$ cat src/rtl/bp_fe_bht_update_queue.sv
// Update queue in front of the global-history BHT write port. Resolved-branch
// updates wait here while BHT reads own the port, and drain in FIFO order.
module bp_fe_bht_update_queue #(
    parameter int global_history_length_p = 14,
    parameter int depth_p                 = 4,
    parameter int ctr_width_p             = 16
) (
    input  logic                               clk_i,
    input  logic                               reset_n_i,
    input  logic                               flush_i,
    input  logic                               upd_v_i,
    output logic                               upd_ready_o,
    input  logic [global_history_length_p-1:0] upd_history_i,
    input  logic                               upd_actual_i,
    input  logic                               upd_predicted_i,
    input  logic                               bht_r_v_i,
    output logic                               w_v_o,
    output logic [global_history_length_p-1:0] history_w_o,
    output logic                               actual_o,
    output logic                               correct_o,
    output logic [ctr_width_p-1:0]             mispredict_cnt_o,
    output logic                               overflow_o
);

    localparam int AW = (depth_p > 1) ? $clog2(depth_p) : 1;
    localparam int PW = AW + 1;
    localparam logic [PW-1:0] DEPTH_W = PW'(depth_p);

    typedef struct packed {
        logic [global_history_length_p-1:0] history;
        logic                               actual;
        logic                               correct;
    } entry_t;

    entry_t                 mem_q [depth_p];
    entry_t                 head;
    logic [PW-1:0]          wptr_q, wptr_d;
    logic [PW-1:0]          rptr_q, rptr_d;
    logic [ctr_width_p-1:0] cnt_q, cnt_d;
    logic                   ovf_q, ovf_d;
    logic                   full, empty, enq, deq;

    // Extra pointer MSB separates full (MSBs differ) from empty (all equal).
    assign empty = (wptr_q == rptr_q);
    assign full  = (wptr_q[AW] != rptr_q[AW]) && (wptr_q[AW-1:0] == rptr_q[AW-1:0]);

    assign enq  = upd_v_i & ~full & ~flush_i;
    assign deq  = ~empty & ~bht_r_v_i & ~flush_i;
    assign head = mem_q[rptr_q[AW-1:0]];

    always_comb begin
        wptr_d = wptr_q + PW'(enq);
        rptr_d = rptr_q + PW'(deq);
        if (flush_i) begin
            wptr_d = '0;
            rptr_d = '0;
        end
        cnt_d = cnt_q;
        if (deq && !head.correct && (cnt_q != {ctr_width_p{1'b1}})) begin
            cnt_d = cnt_q + 1'b1;
        end
        ovf_d = ovf_q | (upd_v_i & full);
    end

    always_ff @(posedge clk_i or negedge reset_n_i) begin
        if (!reset_n_i) begin
            wptr_q <= '0;
            rptr_q <= '0;
            cnt_q  <= '0;
            ovf_q  <= 1'b0;
        end else begin
            wptr_q <= wptr_d;
            rptr_q <= rptr_d;
            cnt_q  <= cnt_d;
            ovf_q  <= ovf_d;
        end
    end

    // Payload storage is deliberately left out of reset.
    always_ff @(posedge clk_i) begin
        if (enq) begin
            mem_q[wptr_q[AW-1:0]] <= '{history: upd_history_i,
                                       actual:  upd_actual_i,
                                       correct: ~(upd_actual_i ^ upd_predicted_i)};
        end
    end

    assign upd_ready_o      = ~full;
    assign w_v_o            = deq;
    assign history_w_o      = head.history;
    assign actual_o         = head.actual;
    assign correct_o        = head.correct;
    assign mispredict_cnt_o = cnt_q;
    assign overflow_o       = ovf_q;

`ifndef SYNTHESIS
    always_ff @(posedge clk_i) begin
        if (reset_n_i) begin
            assert ((depth_p & (depth_p - 1)) == 0) else $error("depth_p not a power of 2");
            assert (!(enq && full)) else $error("enqueue while full");
            assert (PW'(wptr_q - rptr_q) <= DEPTH_W) else $error("pointer difference exceeds depth");
        end
    end
`endif

endmodule

$ cat config.mk
export PLATFORM = sky130hd
export DESIGN_NAME = bp_fe_bht_update_queue
export DESIGN_NICKNAME = d
export VERILOG_FILES = /design/src/rtl/bp_fe_bht_update_queue.sv
export SDC_FILE = /design/constraint.sdc
export NUM_CORES = 1
export LEC_CHECK = 0
export ABC_CLOCK_PERIOD_IN_PS = 2900
export BUFFER_PORTS_ARGS = -buffer_cell sky130_fd_sc_hd__buf_2
export CELL_PAD_IN_SITES_DETAIL_PLACEMENT = 0
export CELL_PAD_IN_SITES_GLOBAL_PLACEMENT = 2
export CORE_MARGIN = 4
export CORE_UTILIZATION = 37
export CTS_CLUSTER_DIAMETER = 120
export DETAILED_ROUTE_END_ITERATION = 10
export GPL_TIMING_DRIVEN = 0
export PLACE_DENSITY = 0.73
export SKIP_CTS_REPAIR_TIMING = 1
export SYNTH_ARGS = -nofsm -noshare
export SYNTH_HDL_FRONTEND = slang
export SYNTH_SLANG_ARGS = --single-unit
$ cat constraint.sdc
create_clock -name clk_i -period 2.9 [get_ports clk_i]
set_input_delay 0.29 -clock clk_i [delete_from_list [all_inputs] [get_ports clk_i]]
set_output_delay 0.29 -clock clk_i [all_outputs]
set_load 0.005 [all_outputs]
* After elaboration in Yosys (flattened, before gate mapping)
Memories as Yosys holds them, arrays and structs flattened.
Index checks and enable logic that the tools add are counted.
** Cells by class
- $add $sub $neg :: 3
- Bitwise gates (word level) :: 12
- Equal/unequal tests :: 4
- Muxes and demuxes :: 4
- Reductions and logical operators :: 4
** Operators by type and width (count)
- 16-bit by 1-bit adder with 16-bit output, second input constant :: 1
- 16-bit inequality test, second input constant :: 1
- 3-bit by 1-bit adder with 3-bit output :: 2
- 3-bit 2-to-1 mux :: 2
- 1-bit AND :: 5
- 1-bit NOT :: 5
- 3-bit equality test :: 1
- 1-bit logical AND :: 3
- 2-bit equality test :: 1
- 1-bit 2-to-1 mux :: 2
- 1-bit logical NOT :: 1
- 1-bit inequality test :: 1
- 1-bit bitwise OR :: 1
- 1-bit bitwise XOR :: 1
** Storage, ports and cells
- Register bits after elaboration :: 23
- Memories :: 1
- RAM bits :: 64
- Input port bits :: 21
** Memories
- mem_q :: words 4, width 16, rd ports 1, clocked after memory_dff 0, write ports 1, RTL line 35 : entry_t mem_q [depth_p];

* Logic depth before layout (Yosys ltp)
Gate-level depths: netlist of run 1.
- Word-level depth :: 7
- Gate-level depth with buffers :: 9
- Mapped depth without buffers :: 8

* Worst setup path after synthesis of run 1
OpenSTA, ideal clock, no wires.
- Path type :: register to register
- Start :: register rptr_q[1]
- End :: memory mem_q[2][0] (netlist name), enable pin
- Arrival time :: 2353 ps
- Cell stages (with the launch flop) :: 6
- Slack :: 134 ps
- Library setup time :: 413 ps
- Buffers on the path :: 1
- Path through :: dfrtp_1 > clkbuf_1 > xnor2_1 > nand3_1 > nand3b_1 > nor3b_1
** On the way
- Longest elaborated chain between the ends :: 7
** RTL lines
- start, declared :: RTL line 38 : logic [PW-1:0] rptr_q, rptr_d;
- start signal, assigned :: RTL line 73 : rptr_q <= rptr_d;
- 2-bit equality test :: RTL line 45 : assign full = (wptr_q[AW] != rptr_q[AW]) && (wptr_q[AW-1:0] == rptr_q[AW-1:0]);
- 1-bit logical AND :: RTL line 45
- 1-bit NOT
- net upd_ready_o :: RTL line 12 : output logic upd_ready_o,
- 1-bit AND (2 in series) :: RTL line 47 : assign enq = upd_v_i & ~full & ~flush_i;
- 1-bit 2-to-1 mux :: RTL line 81 : if (enq) begin
- 1-bit 2-to-1 mux (not written as such) :: RTL line 82 : mem_q[wptr_q[AW-1:0]] <= '{history: upd_history_i,
- end, declared :: RTL line 35
The timed path passes the listed nets, and every way through them passes these cells.

* Final worst setup path of run 1
- Start :: register rptr_q[1]
- End :: memory mem_q[3][13] (netlist name), enable pin
** On the way
- Longest elaborated chain between the ends :: 7
** RTL lines (RTL line)
- 2-bit equality test :: 45
- 1-bit logical AND :: 45
- 1-bit NOT :: 47
- 1-bit AND (2 in series) :: 47
- 1-bit 2-to-1 mux :: 81
- 1-bit 2-to-1 mux (not written as such) :: 82
Every way passes these cells.

==> results.py, run 1 <==
metrics = {
    "critical_path": {
        "crit_path_start": "rptr_q[1]",
        "crit_path_top_delay_cell": "and3_1",
        "arrival_ns": 2.56,
        "slowest_delay_ns": 0.70,
        "critPathMaxFanout": 16,
        "cp.depth": 6,
        "worst-setup-path-type": "reg2reg",
        "crit_path_end": "mem_q[3][13]",
        "path_delay_family": "simple AND/OR/NAND/NOR gates",
        "end_kind": "flop",
        "r2r-start": "rptr_q[1]",
        "r2r_slack_ns": 0.31,
        "rr_worst_depth": 6,
        "cp_data_required_time_ns": 2.87,
        "worst-path-buf-inv": 2,
        "path_cells": "clkbuf_1 -> xnor2_1 -> nand3_1 -> nand3b_1 -> inv_1 -> and3_1",
        "r2r_end": "mem_q[3][13]",
        "cp-start-kind": "flop",
    },
    "clocking": {
        "cts_buffer_depth": 2,
        "clock-sinks": 87,
        "cts-root-buf": "clkbuf_8",
        "cts_tree": "built",
        "h-tree-depth": 3,
        "clk_pin_slew_ns": 0.10,
        "worstSkewPairLatency_ns": 0.35,
        "cts_buffers": 9,
    },
    "floorplanning": {
        "initial_core_util_pct": 38.4,
        "io_pins": 56,
        "coreArea_mm2": 0.00933,
        "die_area_mm2": 0.0113,
        "die_h_um": 106,
        "die_w_um": 106,
        "num_rows": 35,
    },
    "synthesis": {
        "synth_cell_type_count": 33,
        "synth_compound_area_share_pct": 3.04,
        "synth_mux_area_share_pct": 10.8,
        "synth.avg_cell_area_um2": 18.5,
        "synth-xor-area-share_pct": 5.39,
        "yosysWarnings": 0,
        "synth_nets": 219,
        "synth_top_family_by_area": "multiplexers",
        "synth_cells": 193,
        "synth_top_area_cell": "edfxtp_1",
        "ys_seq_elements": 87,
        "synthAdderAreaFrac_pct": 1.75,
        "synthesis.area_mm2": 0.00358,
        "synth_top_area_share_pct": 53.7,
        "ys_seq_area_share_pct": 69.8,
        "synth.top_cells.by_area": "edfxtp_1 54%, dfrtp_1 16%, mux4_2 7.6%",
        "synth-simple-area-share_pct": 7.76,
    },
    "grt": {
        "grt-ovfl-total": 0,
        "grt_pass1_wl_mm": 10.3,
        "grt_pass1_vias": 1943,
        "use_met3_pct": 2.67,
        "antenna_found_initial": 0,
        "grt_usage_pct": 12.1,
        "top_usage_layer": "met2",
        "grt_max_degree": 24,
        "met1_usage_pct": 16.9,
        "grt_util_met2_pct": 18.1,
    },
    "pwr": {
        "intPower_mw": 1.89,
        "p_comb_share_pct": 8.1,
        "p_leak_nw": 1.62,
        "max-vdd-ir-drop_uv": 279,
        "clkPwrFrac_pct": 34.7,
        "p_sw_share_pct": 23.5,
        "power_density_mw_per_mm2": 579,
        "fin_total_pwr_mw": 2.48,
        "p_switching_mw": 0.582,
        "seq_power_share_pct": 57.3,
    },
    "timing": {
        "maxSlewViolCount": 0,
        "final.min_clock_period_ns": 2.59,
        "final_hold_viol_count": 0,
        "slew_headroom_pct": 46.0,
        "skew_ns": 0.0130,
        "tightest_slew_ns": 0.810,
        "setup_violations": 0,
        "rsz0062_at_grt": "false",
        "max_freq_mhz": 387,
        "final.period_utilization_pct": 89.2,
    },
    "cells_and_area": {
        "diodes": 0,
        "layout-drive-gt1-share_pct": 36.6,
        "fin_cells": 397,
        "syn_to_final_growth_pct": 19.6,
        "fillers": 821,
        "final_core_util_pct": 45.9,
        "nets": 289,
        "fin_area_mm2": 0.00428,
    },
    "placement": {
        "gp_congestion": 0.723,
        "placed_cell_area_mm2": 0.00406,
        "dp_hpwl_mm": 4.32,
        "port_buffers": 55,
        "placed_cells": 380,
    },
    "min_path": {
        "holdCritStartpoint": "upd_history_i[7]",
        "hold_depth": 1,
        "hold_path_class": "in2reg",
    },
    "flow_run": {
        "cap_violations": 0,
    },
    "routing": {
        "drc": 0,
        "wl_mm": 6.42,
        "viasPerCell": 4.81,
        "dr_total_vias": 1911,
        "ant_nets": 0,
        "drt_iter0_drc": 41,
        "first_pass_iters": 4,
        "wire_per_inst_um": 16.2,
    },
    "outcome": {
        "status": "finished clean",
    },
}
## how the worst min path moves through the flow
stage	endpoint
after detailed placement	mispredict_cnt_o[13]
final	mem_q[3][9]
after floorplan	mispredict_cnt_o[0]
after global routing	mem_q[2][2]
after CTS	mispredict_cnt_o[13]
after global placement	mispredict_cnt_o[13]
## placed cells by master, fill, tap and decap left out, types with 2 or more instances in the layout
master / Yosys / layout
xnor2_1: 19 / 19
ha_1: 5 / 5
nand2_1: 2 / 2
nor2_1: 2 / 2
o211ai_1: 3 / 3
buf_6: 2 / 4
o2111ai_1: 4 / 4
xor2_1: 3 / 3
and4bb_2: 2 / 2
and2_1: 6 / 6
and4_1: 4 / 4
mux4_1: 4 / 4
nand4b_1: 2 / 2
nand4_1: 5 / 5
edfxtp_1: 64 / 64
mux4_2: 12 / 12
nor3_1: 3 / 2
and3_1: 3 / 3
clkinv_4: 0 / 3
clkbuf_8: 0 / 9
inv_1: 3 / 3
nand3_1: 3 / 3
nor2b_1: 4 / 4
buf_2: 2 / 57
dfrtp_1: 23 / 23
clkbuf_1: 2 / 3
## registers in the layout (all words and copies together) (netlist names)
register / flops
mem_q: 64
mispredict_cnt_o: 16
rptr_q: 3
wptr_q: 3
overflow_o: 1
## per-stage QoR
step	worst slack, ns	hold WS (ns)	TNS [ns]
after floorplan	0.134	-0.00559	0
after global placement	-1.15	0.310	-50.61
after CTS	0.147	-0.0773	0
after detailed placement	0.177	0.312	0
after global routing	0.0285	0.129	0
final	0.314	0.147	0
## cell type report
cell class	instances	area (µm²)	area share [%]
plain buffers	6	40.0	0.936
inverters	3	11.3	0.263
clock buffers	10	128	2.98
multi-input cells	97	1050	24.5
repair buffers	59	315	7.37
well taps	129	161	3.77
clock inverters	6	76.3	1.78
flip-flops and latches	87	2500	58.4
## routing by layer
| layer | part of all wire (%) | wire, µm |
|---|---|---|
| met4 | 1.6 | 105 |
| met3 | 3.5 | 223 |
| met2 | 46 | 2930 |
| met1 | 49 | 3160 |
| met5 | 0 | 0 |
## cell families after synthesis
family / count (synthesis)
DFF: 87
adders and majority gates: 5
and+or+nand+nor: 42
xor gates and xnor gates: 22
muxes: 17
AOI/OAI and AO/OA: 11
buffers and inverters: 9
## cells in the mapped netlist
library cell / n
nand4b_1: 2
nor4_1: 1
nand4_1: 5
nor3_1: 3
buf_6: 2
mux4_1: 4
xnor2_1: 19
nor2b_1: 4
and4_1: 4
o21ai_2: 1
nand2_1: 2
mux4_2: 12
nor2_1: 2
and4bb_2: 2
xor2_1: 3
dfrtp_1: 23
a41o_1: 1
a311oi_4: 1
and3_1: 3
clkbuf_1: 2
nand3b_1: 1
edfxtp_1: 64
and2_1: 6
o2111ai_1: 4
o211ai_1: 3
buf_2: 2
nand3_1: 3
nor3b_1: 3
or2_2: 1
mux2_2: 1
a31oi_1: 1
ha_1: 5
inv_1: 3
## power by group through the flow
stage | logic [mW] | registers [mW] | clock network [mW]
2_1_floorplan | 0.106 | 1.44 | 0
3_3_place_gp | 0.198 | 1.45 | 0
3_5_place_dp | 0.204 | 1.45 | 0
4_1_cts | 0.204 | 1.42 | 0.888
5_1_grt | 0.223 | 1.43 | 0.948
6_report | 0.200 | 1.42 | 0.858
Power figures use the tool's default switching activity.
==> inputs of run 2 (changes only) <==
--- a/config.mk
+++ b/config.mk
@@ -14,6 +14,7 @@
 export CTS_CLUSTER_DIAMETER = 120
 export DETAILED_ROUTE_END_ITERATION = 10
 export GPL_TIMING_DRIVEN = 0
+export MAX_ROUTING_LAYER = met4
 export PLACE_DENSITY = 0.73
 export SKIP_CTS_REPAIR_TIMING = 1
 export SYNTH_ARGS = -nofsm -noshare
==> results.py, run 2 (synthesis gave the netlist of run 1 again) <==
metrics = {
    "pwr": {
        "seq_power_share_pct": 57.2,
        "p_comb_share_pct": 8.0,
        "power_density_mw_per_mm2": 580,
        "max-vdd-ir-drop_uv": 281,
        "p_switching_mw": 0.587,
        "p_leak_nw": 1.62,
        "clkPwrFrac_pct": 34.8,
        "intPower_mw": 1.89,
        "fin_total_pwr_mw": 2.48,
        "p_sw_share_pct": 23.7,
    },
    "cells_and_area": {
        "fin_area_mm2": 0.00428,
        "fin_cells": 397,
        "nets": 289,
        "mostFrequentLayoutCell": "edfxtp_1",
        "syn_to_final_growth_pct": 19.6,
        "largest_register_ff_count": 64,
        "layout-drive-gt1-share_pct": 36.6,
        "diodes": 0,
        "regArea_mm2": 0.00250,
        "final_cell_mix": "64 x edfxtp_1, 57 x buf_2, 23 x dfrtp_1, 19 x xnor2_1, 12 x mux4_2",
        "fillers": 821,
        "multi_input_area_mm2": 0.00105,
    },
    "placement": {
        "port_buffers": 55,
        "dp_hpwl_mm": 4.32,
        "gp_congestion": 0.732,
        "pre_cts_ws_ns": 0.177,
        "placed_cell_area_mm2": 0.00406,
        "placed_cells": 380,
    },
    "critical_path": {
        "cp-start-kind": "flop",
        "worst-setup-path-type": "reg2reg",
        "slowest_delay_ns": 0.70,
        "path_cells": "clkbuf_1 -> xnor2_1 -> nand3_1 -> nand3b_1 -> inv_1 -> and3_1",
        "worst-path-buf-inv": 2,
        "arrival_ns": 2.56,
        "critPathMaxFanout": 16,
        "crit_path_top_delay_cell": "and3_1",
        "crit_path_start": "rptr_q[1]",
        "r2r_slack_ns": 0.32,
        "end_kind": "flop",
        "path_delay_family": "simple AND/OR/NAND/NOR gates",
        "cp_data_required_time_ns": 2.87,
        "r2r-start": "rptr_q[1]",
    },
    "routing": {
        "first_pass_iters": 4,
        "wire_per_inst_um": 16.2,
        "viasPerCell": 4.82,
        "drt_iter0_drc": 55,
        "dr_total_vias": 1914,
        "wl_mm": 6.44,
        "ant_nets": 0,
        "drc": 0,
    },
    "min_path": {
        "hold_path_class": "in2reg",
        "holdCritStartpoint": "upd_history_i[7]",
    },
    "timing": {
        "rsz0062_at_grt": "false",
        "setup_violations": 0,
        "maxSlewViolCount": 0,
        "final.period_utilization_pct": 89.1,
        "final.min_clock_period_ns": 2.58,
        "slew_headroom_pct": 45.8,
        "max_freq_mhz": 387,
        "fin_ws_ns": 0.315,
        "final_hold_viol_count": 0,
        "holdWs_ns": 0.148,
        "skew_ns": 0.0128,
        "tightest_slew_ns": 0.813,
    },
    "floorplanning": {
        "die_area_mm2": 0.0113,
        "io_pins": 56,
        "num_rows": 35,
        "die_w_um": 106,
        "coreArea_mm2": 0.00933,
        "initial_core_util_pct": 38.4,
        "die_h_um": 106,
    },
    "grt": {
        "grt_usage_pct": 12.4,
        "grt_max_degree": 24,
        "grt_pass1_wl_mm": 10.3,
        "grt_pass1_vias": 1938,
        "antenna_found_initial": 0,
        "grt-ovfl-total": 0,
    },
    "flow_run": {
        "cap_violations": 0,
    },
    "clocking": {
        "clk_pin_slew_ns": 0.10,
        "cts_tree": "built",
        "clock-sinks": 87,
        "h-tree-depth": 3,
        "cts_buffer_depth": 2,
        "worstSkewPairLatency_ns": 0.35,
        "cts_buffers": 9,
        "cts-root-buf": "clkbuf_8",
    },
    "outcome": {
        "status": "finished clean",
    },
}
==> run 2: cell counts in the layout (fill, tap and decap cells not counted) <==
No cell type changed its count.
==> run 2: stage by stage <==
| stage | setup TNS [ns] | utilization (%) |
|---|---|---|
| after global placement | -50.61 | 43.0 |
| final | 0 | 45.9 |
| after floorplan | 0 | - |
| after CTS | 0 | 45.7 |
| after detailed placement | 0 | 43.5 |
| after global routing | 0 | 45.9 |
==> run 2: final cells by class <==
class / count / area share [%]
Multi-Input combinational cell: 97 / 24.5
Sequential cell: 87 / 58.4
Clock inverter: 6 / 1.78
Clock buffer: 10 / 2.98
Tap cell: 129 / 3.77
Buffer: 6 / 0.936
Inverter: 3 / 0.263
Timing Repair Buffer: 59 / 7.37
==> run 2: layer usage <==
| layer | vias up | routed length (µm) | global-route usage (%) |
|---|---|---|---|
| met2 | 37 | 2930 | 18.1 |
| met1 | 951 | 3210 | 17.1 |
| met3 | 9 | 196 | 2.43 |
| met5 | - | 0 | - |
| li1 | 917 | - | - |
| met4 | 0 | 104 | 5.27 |
==> run 2: path summary, 6_finish.rpt <==
| path | endpoint | cells past startpoint |
|---|---|---|
| setup / recovery | mem_q[3][13] | 6 |
| hold / removal | mem_q[3][9] | 1 |
| setup reg to reg | mem_q[3][13] | 6 |
| hold reg to reg | overflow_o | 1 |
| max in group asynchronous | overflow_o | 2 |
| min in group asynchronous | mispredict_cnt_o[15] | 2 |
==> run 2: worst register-to-register path, stage by stage (launching register included) <==
cell and delay (ns):
dfrtp_1 0.35, clkbuf_1 0.37, xnor2_1 0.25, nand3_1 0.17, nand3b_1 0.23, inv_1 0.14
and3_1 0.70
==> run 2: power by group through the flow <==
stage | Sequential (mW) | Clock [mW] | Combinational (mW)
2_1_floorplan | 1.44 | 0 | 0.106
3_3_place_gp | 1.45 | 0 | 0.198
3_5_place_dp | 1.45 | 0 | 0.204
4_1_cts | 1.42 | 0.888 | 0.204
5_1_grt | 1.43 | 0.950 | 0.223
6_report | 1.42 | 0.863 | 0.200
